$ cat src/rtl/cg_cfg_spi.sv
// SPI mode-0 responder giving a host register access to the coilgun core.
// 32-bit frames: RW bit, 7-bit address, 24-bit data, MSB first.
module cg_cfg_spi #(
  parameter int unsigned DW          = 24,
  parameter int unsigned AW          = 7,
  parameter int unsigned SYNC_STAGES = 2
) (
  input  logic          clk,
  input  logic          I_RST,
  input  logic          I_SCK,
  input  logic          I_CS_N,
  input  logic          I_MOSI,
  output logic          O_MISO,
  input  logic          I_RTE,
  input  logic [DW-1:0] I_ACC,
  output logic [DW-1:0] O_LMT,
  output logic [DW-1:0] O_DLY,
  output logic          O_OE,
  output logic          O_EN,
  output logic          O_DDS,
  output logic          O_LDS,
  output logic          O_LEN,
  output logic          O_WSTB,
  output logic          O_BUSY
);

  localparam int unsigned HW = AW + 1;
  localparam int unsigned FW = HW + DW;
  localparam int unsigned CW = $clog2(FW);

  localparam logic [AW-1:0] A_LMT  = AW'(0);
  localparam logic [AW-1:0] A_DLY  = AW'(1);
  localparam logic [AW-1:0] A_CTRL = AW'(2);
  localparam logic [AW-1:0] A_STAT = AW'(3);
  localparam logic [AW-1:0] A_ACC  = AW'(4);

  typedef enum logic [2:0] {
    S_IDLE,
    S_ADDR,
    S_DATA,
    S_COMMIT,
    S_WAIT_CS
  } state_t;

  state_t               state;
  logic [SYNC_STAGES-1:0] sck_sync;
  logic [SYNC_STAGES-1:0] cs_sync;
  logic [SYNC_STAGES-1:0] mosi_sync;
  logic                 sck_q;
  logic                 cs_q;
  logic                 sck_s;
  logic                 cs_s;
  logic                 mosi_s;
  logic                 sck_rise;
  logic                 sck_fall;
  logic                 cs_rise;
  logic                 cs_fall;
  logic [CW-1:0]        bit_cnt;
  logic [HW-1:0]        hdr;
  logic [HW-1:0]        hdr_next;
  logic [DW-1:0]        data_sr;
  logic [DW-1:0]        shift_out;
  logic [DW-1:0]        rd_val;
  logic                 rw_q;
  logic [AW-1:0]        addr_q;
  logic                 err;

  assign sck_s    = sck_sync[SYNC_STAGES-1];
  assign cs_s     = cs_sync[SYNC_STAGES-1];
  assign mosi_s   = mosi_sync[SYNC_STAGES-1];
  assign sck_rise = sck_s & ~sck_q;
  assign sck_fall = ~sck_s & sck_q;
  assign cs_rise  = cs_s & ~cs_q;
  assign cs_fall  = ~cs_s & cs_q;
  assign hdr_next = {hdr[HW-2:0], mosi_s};

  // Input synchronizers and previous-sample registers for edge detection.
  // CS_N resets to the "selected" level so a frame already running when
  // reset releases cannot look like a fresh CS_N fall; it must rise first.
  always_ff @(posedge clk or posedge I_RST) begin
    if (I_RST) begin
      sck_sync  <= '0;
      cs_sync   <= '0;
      mosi_sync <= '0;
      sck_q     <= 1'b0;
      cs_q      <= 1'b0;
    end else begin
      sck_sync  <= {sck_sync[SYNC_STAGES-2:0], I_SCK};
      cs_sync   <= {cs_sync[SYNC_STAGES-2:0], I_CS_N};
      mosi_sync <= {mosi_sync[SYNC_STAGES-2:0], I_MOSI};
      sck_q     <= sck_s;
      cs_q      <= cs_s;
    end
  end

  // Read-back value for the address completed by the current SCK rise.
  always_comb begin
    rd_val = '0;
    case (hdr_next[AW-1:0])
      A_LMT:   rd_val = O_LMT;
      A_DLY:   rd_val = O_DLY;
      A_CTRL:  rd_val = {{(DW-5){1'b0}}, O_LEN, O_LDS, O_DDS, O_EN, O_OE};
      A_STAT:  rd_val = {{(DW-2){1'b0}}, err, I_RTE};
      A_ACC:   rd_val = I_ACC;
      default: rd_val = '0;
    endcase
  end

  // Frame FSM: header/data shifting, MISO output, register commit.
  // Commit work is done in COMMIT even if CS_N rises that same cycle,
  // because all 32 bits were already received with CS_N low.
  always_ff @(posedge clk or posedge I_RST) begin
    if (I_RST) begin
      state     <= S_IDLE;
      bit_cnt   <= '0;
      hdr       <= '0;
      data_sr   <= '0;
      shift_out <= '0;
      rw_q      <= 1'b0;
      addr_q    <= '0;
      err       <= 1'b0;
      O_MISO    <= 1'b0;
      O_LMT     <= '0;
      O_DLY     <= '0;
      O_OE      <= 1'b0;
      O_EN      <= 1'b0;
      O_DDS     <= 1'b0;
      O_LDS     <= 1'b0;
      O_LEN     <= 1'b0;
      O_WSTB    <= 1'b0;
      O_BUSY    <= 1'b0;
    end else begin
      O_WSTB <= 1'b0;
      case (state)
        S_IDLE: begin
          O_MISO <= 1'b0;
          if (cs_fall) begin
            state   <= S_ADDR;
            bit_cnt <= '0;
            O_BUSY  <= 1'b1;
          end
        end
        S_ADDR: begin
          O_MISO <= 1'b0;
          if (sck_rise) begin
            hdr     <= hdr_next;
            bit_cnt <= bit_cnt + CW'(1);
            if (bit_cnt == CW'(HW-1)) begin
              state     <= S_DATA;
              rw_q      <= hdr_next[HW-1];
              addr_q    <= hdr_next[AW-1:0];
              shift_out <= hdr_next[HW-1] ? '0 : rd_val;
            end
          end
        end
        S_DATA: begin
          if (sck_fall) begin
            O_MISO    <= shift_out[DW-1];
            shift_out <= {shift_out[DW-2:0], 1'b0};
          end
          if (sck_rise) begin
            data_sr <= {data_sr[DW-2:0], mosi_s};
            bit_cnt <= bit_cnt + CW'(1);
            if (bit_cnt == CW'(FW-1)) begin
              state <= S_COMMIT;
            end
          end
        end
        S_COMMIT: begin
          O_MISO <= 1'b0;
          state  <= S_WAIT_CS;
          if (rw_q) begin
            if (addr_q == A_LMT || addr_q == A_DLY) begin
              if (O_EN) begin
                err <= 1'b1;
              end else begin
                if (addr_q == A_LMT) O_LMT <= data_sr;
                else                 O_DLY <= data_sr;
                O_WSTB <= 1'b1;
              end
            end else if (addr_q == A_CTRL) begin
              {O_LEN, O_LDS, O_DDS, O_EN, O_OE} <= data_sr[4:0];
              O_WSTB <= 1'b1;
            end
          end else if (addr_q == A_STAT) begin
            err <= 1'b0;
          end
        end
        S_WAIT_CS: begin
          O_MISO <= 1'b0;
        end
        default: begin
          state  <= S_IDLE;
          O_MISO <= 1'b0;
        end
      endcase
      if (cs_rise) begin
        state  <= S_IDLE;
        O_MISO <= 1'b0;
        O_BUSY <= 1'b0;
      end
    end
  end

endmodule

$ cat config.mk
export PLATFORM = sky130hd
export DESIGN_NAME = cg_cfg_spi
export DESIGN_NICKNAME = d
export VERILOG_FILES = /design/src/rtl/cg_cfg_spi.sv
export SDC_FILE = /design/constraint.sdc
export NUM_CORES = 1
export LEC_CHECK = 0
export CELL_PAD_IN_SITES_DETAIL_PLACEMENT = 0
export CELL_PAD_IN_SITES_GLOBAL_PLACEMENT = 1
export CORE_MARGIN = 2
export CORE_UTILIZATION = 48
export DETAILED_ROUTE_END_ITERATION = 8
export PLACE_DENSITY = 0.95
export SLEW_MARGIN = 40
export SYNTH_ARGS = -nofsm -noshare
export SYNTH_HDL_FRONTEND = slang
export SYNTH_SLANG_ARGS = --single-unit
$ cat constraint.sdc
create_clock -name clk -period 10.05 [get_ports clk]
set_input_delay 3.015 -clock clk [delete_from_list [all_inputs] [get_ports clk]]
set_output_delay 3.015 -clock clk [all_outputs]
set_load 0.05 [all_outputs]
==> metrics.md <==
| Metric | Value |
|---|---|
| Largest net degree at the start of global routing | `76` |
| Setup ws final | `5.36 ns` |
| N_diodes | `0` |
| Clock Latency Late Sink | `0.42 ns` |
| Die ar. | `13800 um2` |
| Initial antenna violation count | `0` |
| Peak fanout along the critical path | `5` |
| Final setup TNS | `0 ns` |
| PortBufs | `85` |
| Status | `finished, final reports clean` |
| Worst path top cell family by delay | `buffers and inverters` |
| Routed Antenna Nets | `0` |
| F_max | `0.213 GHz` |
| Cts-stage hold buffer count | `0` |
| Sink Count | `136` |
| Setup bufs post-CTS | `0` |
| Mapped cell area | `6180 um2` |
| Pre-CTS WS | `5.23 ns` |
| CP bufs+invs | `1` |
| Clock slew at reported path FFs | `0.06 ns` |
| Max-slew headroom | `45.6%` |
| Critical path depth | `1` |
| Share of layout cells above drive strength 1 | `25.6%` |
| Global route overflow | `0` |
| PwrDens | `197 nW/um2` |
| Syn nets | `513` |
| Iteration-0 DRC Markers | `383` |
| CP Data Required Time | `7.04 ns` |
| Critical path cell sequence | `clkdlybuf4s50_1` |
| Slowest stage delay, CP | `0.83 ns` |
| Hpwl dp | `9580 um` |
| Fillers | `937` |
| Nets@finish | `595` |
| DRC | `0` |
| Core area | `12600 um2` |
| Num CTS Buffers | `17` |
| Avg Synthesized Cell Area | `12.9 um2` |
| Synth Register Bits | `136` |
| Gpl congestion | `0.827` |
| Initial Util | `49.1%` |
| Tmin final | `4.69 ns` |
| Async SR Flop Fraction | `100%` |
| Die height | `117 um` |
| DR pass1 iterations | `6` |
| Hold Path Class | `flop to flop` |
| Slew @ Worst Pin | `0.816 ns` |
| Setup crit end kind | `primary output` |
| CP startpoint kind | `flop` |
| H-tree depth | `4` |
| Ports | `86` |
| Ratio of final minimum period to clock period | `46.7%` |
| CTS tree | `yes` |
| Worst vdd ir | `0.000123 V` |
| Clk root buf | `clkbuf_16` |
| Per-cell routed wire length | `20.0 um` |
| Post-synth EDFFs | `0` |
| Routed WL | `14900 um` |
| Vias per inst | `5.82` |
| Skew final | `0.00854 ns` |
| Vias in the first global route | `4532` |
| Top FF cell, synth | `dfrtp_1` |
| Hold Violations, Final | `0` |
| Final Max Tran Viols | `0` |
| CP max-delay cell | `clkdlybuf4s50_1` |
| Yosys cell types | `50` |
| Total GRT Usage | `22.6%` |
| Pleak | `3.57 nW` |
| Gate Count Post-Synth | `479` |
| WHS Path Cells | `0` |
| RSZ-0062 raised after global routing | `false` |
| Max-cap violation count | `0` |
| Final setup viols | `0` |
| DIE WIDTH | `117 um` |
| Worst R2R Path Depth | `6` |
| CTS resizes | `0` |
| Clock Tree Buf Depth | `2` |
| WS Path Type | `flop to primary output` |
| P&R area growth vs syn | `26.5%` |
| Part of the Yosys area used for sequential elements | `55.1%` |
| First-pass GRT wire length | `24600 um` |
| # rows | `41` |
| CP arrival | `1.68 ns` |
| Yosys synthesis warning count | `0` |
| Vias | `4343` |
==> flip-flops by register name, summed over array words and instances, names as in the netlist, 2 cells and up <==
name and flops:
O_DLY 24, O_LMT 24, data_sr 24, shift_out 24, addr_q 7, hdr 7, bit_cnt 5, state 3
cs_sync 2, mosi_sync 2, sck_sync 2
==> kinds of logic (layout without fill, tap and decap cells) <==
group	Yosys count	after routing	synth area share, %
compound gates	93	93	10.9
xor+xnor	1	1	0.142
fa+ha+maj	4	4	0.810
buf+inv	41	136	3.10
flops	136	136	55.1
mux	108	108	20.8
simple gates	96	96	9.16
==> cell usage in the layout, fill, tap and decap left out, types with 2 or more instances in the layout <==
cell type	n
a22oi_1	7
nor3b_1	4
inv_6	3
mux2_4	20
clkdlybuf4s50_1	85
nor4_1	2
nor3_1	3
clkinv_4	5
a21oi_1	3
a222oi_1	10
clkbuf_16	17
a211oi_1	2
a32oi_1	4
mux2_2	72
buf_4	10
and2_1	2
nor4b_2	3
nand3_1	10
nor2_1	8
nor2b_1	8
clkinv_2	3
mux2i_1	15
a31oi_1	4
o2bb2ai_1	9
o21ai_0	32
nand2b_1	12
ha_1	4
or3_1	5
nand3b_1	7
inv_1	7
bufinv_16	3
a2bb2oi_1	15
dfrtp_1	136
nand2_1	19
and4b_1	2
==> power breakdown <==
| part | leakage, nW | internal [W] | switching [W] | total (W) |
|---|---|---|---|---|
| logic | 1.46 | 0.000108 | 0.0000952 | 0.000204 |
| clock network | 0.301 | 0.000398 | 0.000240 | 0.000639 |
| registers | 1.81 | 0.000614 | 0.0000816 | 0.000695 |
==> Yosys cell counts, drive strengths merged (9+ instances only) <==
cell     instances  share of area [%]
a222oi          10                1.6
a2bb2oi         15                2.1
clkbuf          25                1.5
dfrtp          136                 55
mux2            92                 18
mux2i           15                2.4
nand2           19                1.2
nand2b          12                1.2
nand3           10               0.81
nor2             9               0.55
o21ai           32                2.6
o2bb2ai          9                1.3
==> routing by layer <==
| metal | vias to the layer above | global-route usage, % | share of wire (%) |
|---|---|---|---|
| met5 | - | 0 | 0 |
| met4 | 0 | 6.17 | 1.4 |
| met3 | 20 | 5.54 | 5.1 |
| met2 | 153 | 36.0 | 49 |
| met1 | 2217 | 31.1 | 44 |
| li1 | 1953 | - | - |
==> layout make-up <==
cell class | count | area, um2 | area share (%)
sequential | 136 | 3400 | 43.6
clock inverter | 14 | 174 | 2.23
timing repair buffer | 96 | 937 | 12.0
clock buffer | 18 | 439 | 5.62
multi-input combinational | 302 | 2610 | 33.4
inverter | 8 | 35.0 | 0.448
tap | 172 | 215 | 2.75
==> per-stage QoR <==
step / power (W) / std cells / utilization, % / instance area (um2) / hold slack [ns]
after floorplan: 0.000829 / 479 / - / 6180 / 0.331
after global placement: 0.000892 / 713 / 57.2 / 7190 / 0.333
after detailed placement: 0.000903 / 713 / 57.2 / 7190 / 0.335
after CTS: 0.00154 / 745 / 62.1 / 7800 / 0.348
after global routing: 0.00160 / 746 / 62.2 / 7810 / 0.354
final: 0.00154 / 746 / 62.2 / 7810 / 0.347
==> final timing paths <==
check	from	to	slack (ns)
max	O_EN	O_EN	5.36
min	cs_sync[0]	cs_sync[1]	0.35
max reg2reg	state[1]	shift_out[18]	7.64
min reg2reg	cs_sync[0]	cs_sync[1]	0.35
max in group asynchronous	I_RST	O_DLY[15]	5.96
min in group asynchronous	I_RST	addr_q[2]	3.09
(Power assumes the default switching activity.)
